--- config.mk ---
export PLATFORM = sky130hd
export DESIGN_NAME = bus_gearbox_6to4
export DESIGN_NICKNAME = d
export VERILOG_FILES = /design/src/rtl/bus_gearbox_6to4.sv
export SDC_FILE = /design/constraint.sdc
export NUM_CORES = 1
export LEC_CHECK = 0
export ABC_AREA = 1
export ABC_CLOCK_PERIOD_IN_PS = 2700
export BUFFER_PORTS_ARGS = -buffer_cell sky130_fd_sc_hd__buf_2
export CORE_MARGIN = 5
export CORE_UTILIZATION = 39
export CTS_CLUSTER_DIAMETER = 40
export CTS_CLUSTER_SIZE = 40
export DETAILED_ROUTE_END_ITERATION = 16
export MAX_ROUTING_LAYER = met4
export SETUP_SLACK_MARGIN = 0.05
export SYNTH_ARGS = -nofsm -noshare
export SYNTH_HDL_FRONTEND = slang
export SYNTH_SLANG_ARGS = --single-unit
--- constraint.sdc ---
create_clock -name clk -period 2.7 [get_ports clk]
set_input_delay 0.135 -clock clk [delete_from_list [all_inputs] [get_ports clk]]
set_output_delay 0.135 -clock clk [all_outputs]
set_load 0.03 [all_outputs]
--- src/rtl/bus_gearbox_6to4.sv ---
// rtl/bus_gearbox_6to4.sv - 6-bit to 4-bit stream gearbox with residue buffer
//
// Unpacks 6-bit packed words (bit 0 first) into 4-bit nibbles (bit 0 oldest).
// Optional macro: BUS_GEARBOX_FLUSH_EN adds a flush input that pads and emits
// a partial (1..3 bit) residue as a final nibble.
//
// Ports:
//   clk        rising-edge clock
//   reset      synchronous, active-high reset
//   in_data    packed 6-bit input word
//   in_valid   in_data valid
//   in_ready   block accepts in_data this cycle
//   out_data   output nibble
//   out_valid  out_data valid
//   out_ready  downstream accepts out_data this cycle
//   flush      (BUS_GEARBOX_FLUSH_EN only) drain a partial residue
//   nib_count  count of transferred nibbles, wraps modulo 2^CNT_W
module bus_gearbox_6to4 #(
    parameter int CNT_W = 16
) (
    input  logic             clk,
    input  logic             reset,
    input  logic [5:0]       in_data,
    input  logic             in_valid,
    output logic             in_ready,
    output logic [3:0]       out_data,
    output logic             out_valid,
    input  logic             out_ready,
`ifdef BUS_GEARBOX_FLUSH_EN
    input  logic             flush,
`endif
    output logic [CNT_W-1:0] nib_count
);

    logic [9:0]       r_buf;
    logic [3:0]       r_cnt;
    logic [CNT_W-1:0] r_nib_count;

    logic             w_push;
    logic             w_pop;
    logic             w_drain_pop;
    logic [9:0]       w_shifted;
    logic [3:0]       w_base;
    logic [9:0]       w_ins;
    logic [9:0]       w_mask;
    logic [9:0]       w_buf_next;
    logic [3:0]       w_cnt_next;

`ifdef BUS_GEARBOX_FLUSH_EN
    typedef enum logic {
        ST_RUN,
        ST_DRAIN
    } state_t;

    state_t r_state;
    state_t w_state_next;

    always_ff @(posedge clk) begin
        if (reset) begin
            r_state <= ST_RUN;
        end else begin
            r_state <= w_state_next;
        end
    end

    always_comb begin
        w_state_next = r_state;
        w_drain_pop  = 1'b0;
        in_ready     = (r_cnt <= 4'd4);
        out_valid    = (r_cnt >= 4'd4);
        out_data     = r_buf[3:0];
        case (r_state)
            ST_RUN: begin
                // Flush wins over a simultaneous push so the drained nibble
                // holds exactly the residue present when flush was seen.
                if (flush && (r_cnt != 4'd0) && (r_cnt < 4'd4)) begin
                    w_state_next = ST_DRAIN;
                    in_ready     = 1'b0;
                end
            end
            ST_DRAIN: begin
                in_ready  = 1'b0;
                out_valid = 1'b1;
                // Bits above cnt are stale; zero them for the padded nibble.
                out_data  = r_buf[3:0] & ~(4'hF << r_cnt);
                if (out_ready) begin
                    w_state_next = ST_RUN;
                    w_drain_pop  = 1'b1;
                end
            end
            default: w_state_next = ST_RUN;
        endcase
    end
`else
    always_comb begin
        w_drain_pop = 1'b0;
        in_ready    = (r_cnt <= 4'd4);
        out_valid   = (r_cnt >= 4'd4);
        out_data    = r_buf[3:0];
    end
`endif

    assign w_push = in_valid & in_ready;
    assign w_pop  = out_valid & out_ready;

    // Pop shifts the oldest nibble out first; a concurrent push then lands
    // just above the remaining bits.
    assign w_shifted = w_pop ? {4'b0000, r_buf[9:4]} : r_buf;
    assign w_base    = w_pop ? (r_cnt - 4'd4) : r_cnt;
    assign w_ins     = {4'b0000, in_data} << w_base;
    assign w_mask    = 10'h03F << w_base;

    always_comb begin
        w_buf_next = w_shifted;
        w_cnt_next = r_cnt;
        if (w_push) begin
            w_buf_next = (w_shifted & ~w_mask) | w_ins;
        end
        case ({w_push, w_pop})
            2'b10:   w_cnt_next = r_cnt + 4'd6;
            2'b01:   w_cnt_next = r_cnt - 4'd4;
            2'b11:   w_cnt_next = r_cnt + 4'd2;
            default: w_cnt_next = r_cnt;
        endcase
        if (w_drain_pop) begin
            w_buf_next = 10'd0;
            w_cnt_next = 4'd0;
        end
    end

    always_ff @(posedge clk) begin
        if (reset) begin
            r_buf       <= 10'd0;
            r_cnt       <= 4'd0;
            r_nib_count <= '0;
        end else begin
            r_buf <= w_buf_next;
            r_cnt <= w_cnt_next;
            if (w_pop) begin
                r_nib_count <= r_nib_count + {{(CNT_W-1){1'b0}}, 1'b1};
            end
        end
    end

    assign nib_count = r_nib_count;

endmodule
==> results of run 1 <==
==> power by group through the flow <==
stage          Combinational, uW  Clock, uW  Sequential [uW]
3_5_place_dp                 865          0              575
4_1_cts                      870        367              566
6_report                     863        361              564
5_1_grt                      976        387              576
3_3_place_gp                 868          0              574
2_1_floorplan                745          0              574
==> worst max-delay path: stages, from the launching register on <==
cell and delay (ps):
dfxtp_1 390, inv_1 100, ha_1 260, nand2_4 120
nand2_4 140, inv_2 290, nand2_1 110, ha_1 290
xor2_1 140, o211ai_1 160, inv_1 50
==> area by class of cell <==
class / instances / area [um2] / share of cell area, %
multi-input combinational: 180 / 938 / 48.9
inverter: 25 / 93.8 / 4.89
tap: 52 / 65.1 / 3.39
timing repair buffer: 31 / 155 / 8.08
clock buffer: 7 / 86.3 / 4.50
sequential: 29 / 581 / 30.2
==> kinds of logic (layout without fill, tap and decap cells) <==
logic type / after synthesis / after routing
flip-flops: 29 / 29
buffers and inverters: 37 / 63
AND/OR/NAND/NOR: 122 / 122
adder cells (fa/ha/maj): 3 / 3
XOR/XNOR: 8 / 8
AO/OA/AOI/OAI: 45 / 45
multiplexers: 2 / 2
==> cell usage in the layout (no fill, tap or decap), types with 4 or more instances in the layout <==
cell type	count
nand4_1	6
o21ai_1	6
inv_1	21
clkbuf_8	6
a21oi_1	18
buf_2	31
nand3_1	22
inv_2	4
nand2_1	55
o21ai_0	14
dfxtp_1	29
nor2_1	25
xor2_1	5
==> registers in the layout, summed over array words and instances (netlist names) <==
signal	cells
r_buf	10
nib_count	16
r_cnt	3
==> metrics by stage <==
step	total power (uW)	std cells	setup WS, ps	utilization (%)
floorplan	1320	246	692	-
global placement	1440	317	585	43.0
detailed placement	1440	317	519	43.0
CTS	1800	324	502	45.0
global route	1940	324	314	45.0
finish	1790	324	538	45.0
==> layer usage <==
layer | track usage [%] | up-vias
met2 | 24.4 | 27
li1 | - | 851
met4 | 5.05 | 0
met3 | 3.69 | 7
met5 | - | -
met1 | 17.9 | 695
==> path summary, 6_finish.rpt <==
kind | from | to | slack [ps] | depth (start not counted)
max | r_cnt[2] | r_cnt[2] | 540 | 10
min | in_data[1] | r_buf[1] | 170 | 3
max reg2reg | r_cnt[2] | r_cnt[2] | 540 | 10
min reg2reg | r_buf[6] | r_buf[6] | 480 | 2
==> run_results.csv, run 1 <==
group,metric,value,unit
cts,cts_sinks,29,
yosys,synth.avg_cell_area,6.87,um2
cts,clkLatencyLatePin,280,ps
floorplan,die_y,75.8,um
worst_setup_path,crit_fanout,20,
worst_setup_path,cp-start-kind,"register",
power,p_seq_share,31.6,%
timing,fin_tns_setup,0,ps
yosys,ys.warnings.count,0,
yosys,ys_top_cells_by_count,"nand2_1 (55), dfxtp_1 (29), nor2_1 (25)",
routing,dr.pass1.iters,4,
routing,drt_iter0_drc,77,
worst_setup_path,endpoint_kind,"register",
cells_and_area,fill_cells,474,
cts,cts_hold_buffers,0,
worst_setup_path,critPathKind,"reg2reg",
min_path,worst_hold_path_type,"in2reg",
yosys,synth_edf_count,0,
routing,finalWirelength,3710,um
timing,slew_viol_final,0,
placement,gp_congestion,0.846,
cells_and_area,synthToLayoutAreaGrowth,13.5,%
yosys,synthArstFlopShare,0,%
worst_setup_path,required,2880,ps
outcome,outcome,"completed",
yosys,synth_area,1690,um2
timing,finalSetupViolCount,0,
worst_setup_path,cp.arrival,2340,ps
timing,tightestPinTransition,433,ps
timing,slew_headroom,71.1,%
cells_and_area,nNetsFinal,285,
cts,cts_buffers,5,
yosys,synth_top_area_cell,"dfxtp_1",
power,ir_worst_vdd,0.482,mV
global_route,grt_antenna_before_repair,0,
placement,dpl.hpwl,2740,um
floorplan,die-width,75.8,um
cts,htreeDepth,2,
routing,wl_per_cell,11.4,um
global_route,grt_pass1_vias,1502,
yosys,synth_seq_cells,29,
yosys,synth_most_common_cell,"nand2_1",
yosys,ys_types,30,
global_route,track_usage,15.0,%
power,clkPwrFrac,20.2,%
placement,dpl_cell_area,1830,um2
yosys,synthSimpleGateAreaFrac,33.5,%
timing,finalClockSkew,7.52,ps
floorplan,num_io_pins,32,
yosys,synthFlopType,"dfxtp_1",
global_route,grt_pass1_wl,6470,um
power,combPwrFrac,48.3,%
timing,rsz0062_at_grt,"no",
timing,holdWs,169,ps
yosys,syn_nets,259,
routing,vias_per_cell,4.88,
global_route,grt_max_degree,21,
routing,met1Wirelength,1730,um
power,p_int,962,uW
floorplan,rows,24,
global_route,overflow,0,
power,netSwitchingPower,826,uW
cells_and_area,num_antenna_cells,0,
floorplan,start_util,39.6,%
timing,period_needed,2160,ps
power,swShare,46.2,%
placement,portBuffers,31,
yosys,synth-xor-area-share,4.15,%
yosys,synth_top_area_share,34.3,%
power,p_leak,0.000811,uW
yosys,synth_fa_ha_area_share,2.22,%
cts,cts-root-buf,"clkbuf_8",
cts,clk_pin_slew,70,ps
cts,post_cts_buffers,0,
routing,drc,0,
floorplan,dieArea,5750,um2
yosys,synth-seq-area-share,34.3,%
timing,clock.fmax,463,MHz
routing,vias,1580,
yosys,synthCells,246,
floorplan,core-area,4260,um2
routing,top_layer_used,"met4",
timing,hold_viol,0,
cts,cts_tree,"yes",
yosys,synth_top_family_by_area,"simple AND/OR/NAND/NOR gates",
yosys,synth_area_leaders,"dfxtp_1 (34%), nand2_1 (12%), nand3_1 (6.5%), nor2_1 (5.6%), a21oi_1 (5.3%)",
routing,met2RoutedLength,1740,um
routing,wl_met3,189,um
timing,min_period_over_period,80.1,%
yosys,synth_compound_area_share,14.4,%
cts,cts-resized-gates,0,
cells_and_area,drive_above_1_share,19.9,%
cells_and_area,stdcell_area,1920,um2
run,maxCapViolCount,0,
routing,drt.antenna.violating_nets,0,
power,power.density,931,nW/um2
cts,cts_buffer_depth,2,
yosys,synth_mux_area_share,1.18,%
Power figures use the tool's default switching activity.
==> run 2, diff against run 1 <==
ABC_CLOCK_PERIOD_IN_PS = 2200   (was 2700)
clock period = 2.2 ns   (was 2.7 ns; I/O delays follow)
==> run 2 against run 1 <==
Clock power rose by 35%. Sequential cell count did not move. Clock-buffer cell count did not move. First-iteration DRC count fell by 1.3%. Die area did not move. Worst setup slack got worse by 240 ps. Critical path type unchanged. Critical endpoint unchanged. Largest power group unchanged. Highest routed layer unchanged.
==> run_results.csv, run 2 (synthesized netlist as in run 1, its figures left out) <==
group,metric,value,unit
routing,drt.antenna.violating_nets,0,
routing,drt_iter0_drc,76,
worst_setup_path,crit_buf_inv,4,
routing,vias_per_cell,4.91,
worst_setup_path,critPathKind,"reg2reg",
placement,dpl.hpwl,2810,um
timing,rsz0062_at_grt,"no",
global_route,grt_pass1_wl,6280,um
floorplan,dieArea,5750,um2
worst_setup_path,crit_fanout,5,
global_route,grt_use_met1,17.8,%
floorplan,core-area,4260,um2
cells_and_area,mostFrequentLayoutCells,"nand2_1 (55), buf_2 (31), dfxtp_1 (29)",
power,ir_worst_vdd,0.674,mV
placement,portBuffers,31,
cells_and_area,nNetsFinal,287,
worst_setup_path,required,2370,ps
routing,dr.pass1.iters,4,
global_route,use_met2,22.9,%
global_route,grt_pass1_vias,1411,
worst_setup_path,cp.arrival,2080,ps
outcome,outcome,"completed",
run,maxCapViolCount,0,
worst_setup_path,critPathSlowestCell,"dfxtp_1",
cells_and_area,largest_register_ff_count,16,
cts,cts_tree,"yes",
floorplan,rows,24,
worst_setup_path,timing.critical_path.mode_cell,"inv_1",
cts,cts-root-buf,"clkbuf_8",
cts,clk_pin_slew,60,ps
global_route,top_usage_layer,"met2",
worst_setup_path,endpoint_kind,"register",
placement,gp_congestion,0.840,
routing,drc,0,
cts,cts_sinks,29,
cells_and_area,num_antenna_cells,0,
cells_and_area,fin_util,45.7,%
routing,wl_per_cell,11.7,um
timing,fin_tns_setup,0,ps
global_route,grt_max_degree,20,
worst_setup_path,path_delay_family,"adder cells",
worst_setup_path,cp-start-kind,"register",
cells_and_area,synthToLayoutAreaGrowth,15.3,%
timing,clock.fmax,525,MHz
worst_setup_path,crit_path_max_incr_delay,340,ps
routing,vias,1604,
global_route,overflow,0,
timing,hold_viol,0,
routing,finalWirelength,3820,um
worst_setup_path,crit_path_cell_trace,"inv_1 > ha_1 > inv_1 > nand2_1 > nand2_2 > inv_1 > nand2_1 > ha_1 > xor2_1 > o211ai_1 > inv_1",
global_route,met3_usage,4.49,%
power,power.density,1160,nW/um2
floorplan,die_y,75.8,um
floorplan,die-width,75.8,um
cts,clkLatencyLatePin,280,ps
cells_and_area,final_common_cell,"nand2_1",
cts,cts_hold_buffers,0,
cts,post_cts_buffers,0,
timing,slew_headroom,75.3,%
cells_and_area,drive_above_1_share,21.1,%
floorplan,num_io_pins,32,
cts,cts_buffer_depth,2,
global_route,track_usage,14.8,%
timing,finalSetupViolCount,0,
timing,tightestPinTransition,370,ps
cts,cts-resized-gates,0,
cts,htreeDepth,2,
min_path,worst_hold_path_type,"in2reg",
timing,period_needed,1900,ps
power,p_leak,0.000832,uW
timing,finalClockSkew,4.11,ps
cts,cts_buffers,5,
timing,slew_viol_final,0,
global_route,grt_antenna_before_repair,0,
floorplan,start_util,39.6,%
timing,min_period_over_period,86.5,%
run 2: cell types whose count changed in the layout (fill, tap and decap cells not counted), sizes merged:
cell and change:
buf +2, clkinv +1
run 2: final timing paths:
kind / slack, ps / to / cells after the start / startpoint
max: 300 / r_cnt[2] / 11 / r_cnt[2]
min: 150 / r_buf[1] / 3 / in_data[1]
max reg2reg: 300 / r_cnt[2] / 11 / r_cnt[2]
min reg2reg: 480 / r_buf[7] / 2 / r_buf[7]
run 2: per-stage QoR:
stage / hold slack, ps / worst slack [ps] / total power (uW) / instance area, um2 / cells
global route: 148 / 134 / 2460 / 1950 / 327
detailed placement: 443 / 305 / 1790 / 1850 / 319
CTS: 139 / 294 / 2290 / 1950 / 327
global placement: 441 / 362 / 1790 / 1850 / 319
floorplan: 270 / 192 / 1620 / 1690 / 246
finish: 147 / 296 / 2270 / 1950 / 327
run 2: final cells by class:
cell class                      instances  area [um2]
Tap cell                               52        65.1
Multi-Input combinational cell        180         938
Timing Repair Buffer                   33         170
Clock inverter                          1        5.00
Fill cell                             454        2310
Clock buffer                            7        96.3
Inverter                               25        93.8
Sequential cell                        29         581
run 2: report_power, final:
| group | internal (uW) | leakage (uW) | switching (uW) |
|---|---|---|---|
| registers | 617 | 0.000236 | 61.0 |
| clock network | 282 | 0.0000542 | 205 |
| logic | 333 | 0.000542 | 771 |
run 2: metal layers:
layer / wire length (um) / vias up
met1: 1700 / 708
li1: - / 858
met4: 59 / 0
met2: 1860 / 32
met3: 202 / 6
met5: 0 / -
run 2: worst reg2reg max path: stages, from the launching register on:
cell	delay [ps]
dfxtp_1	340
inv_1	110
ha_1	240
inv_1	50
nand2_1	90
nand2_2	100
inv_1	150
nand2_1	80
ha_1	290
xor2_1	140
o211ai_1	160
inv_1	50
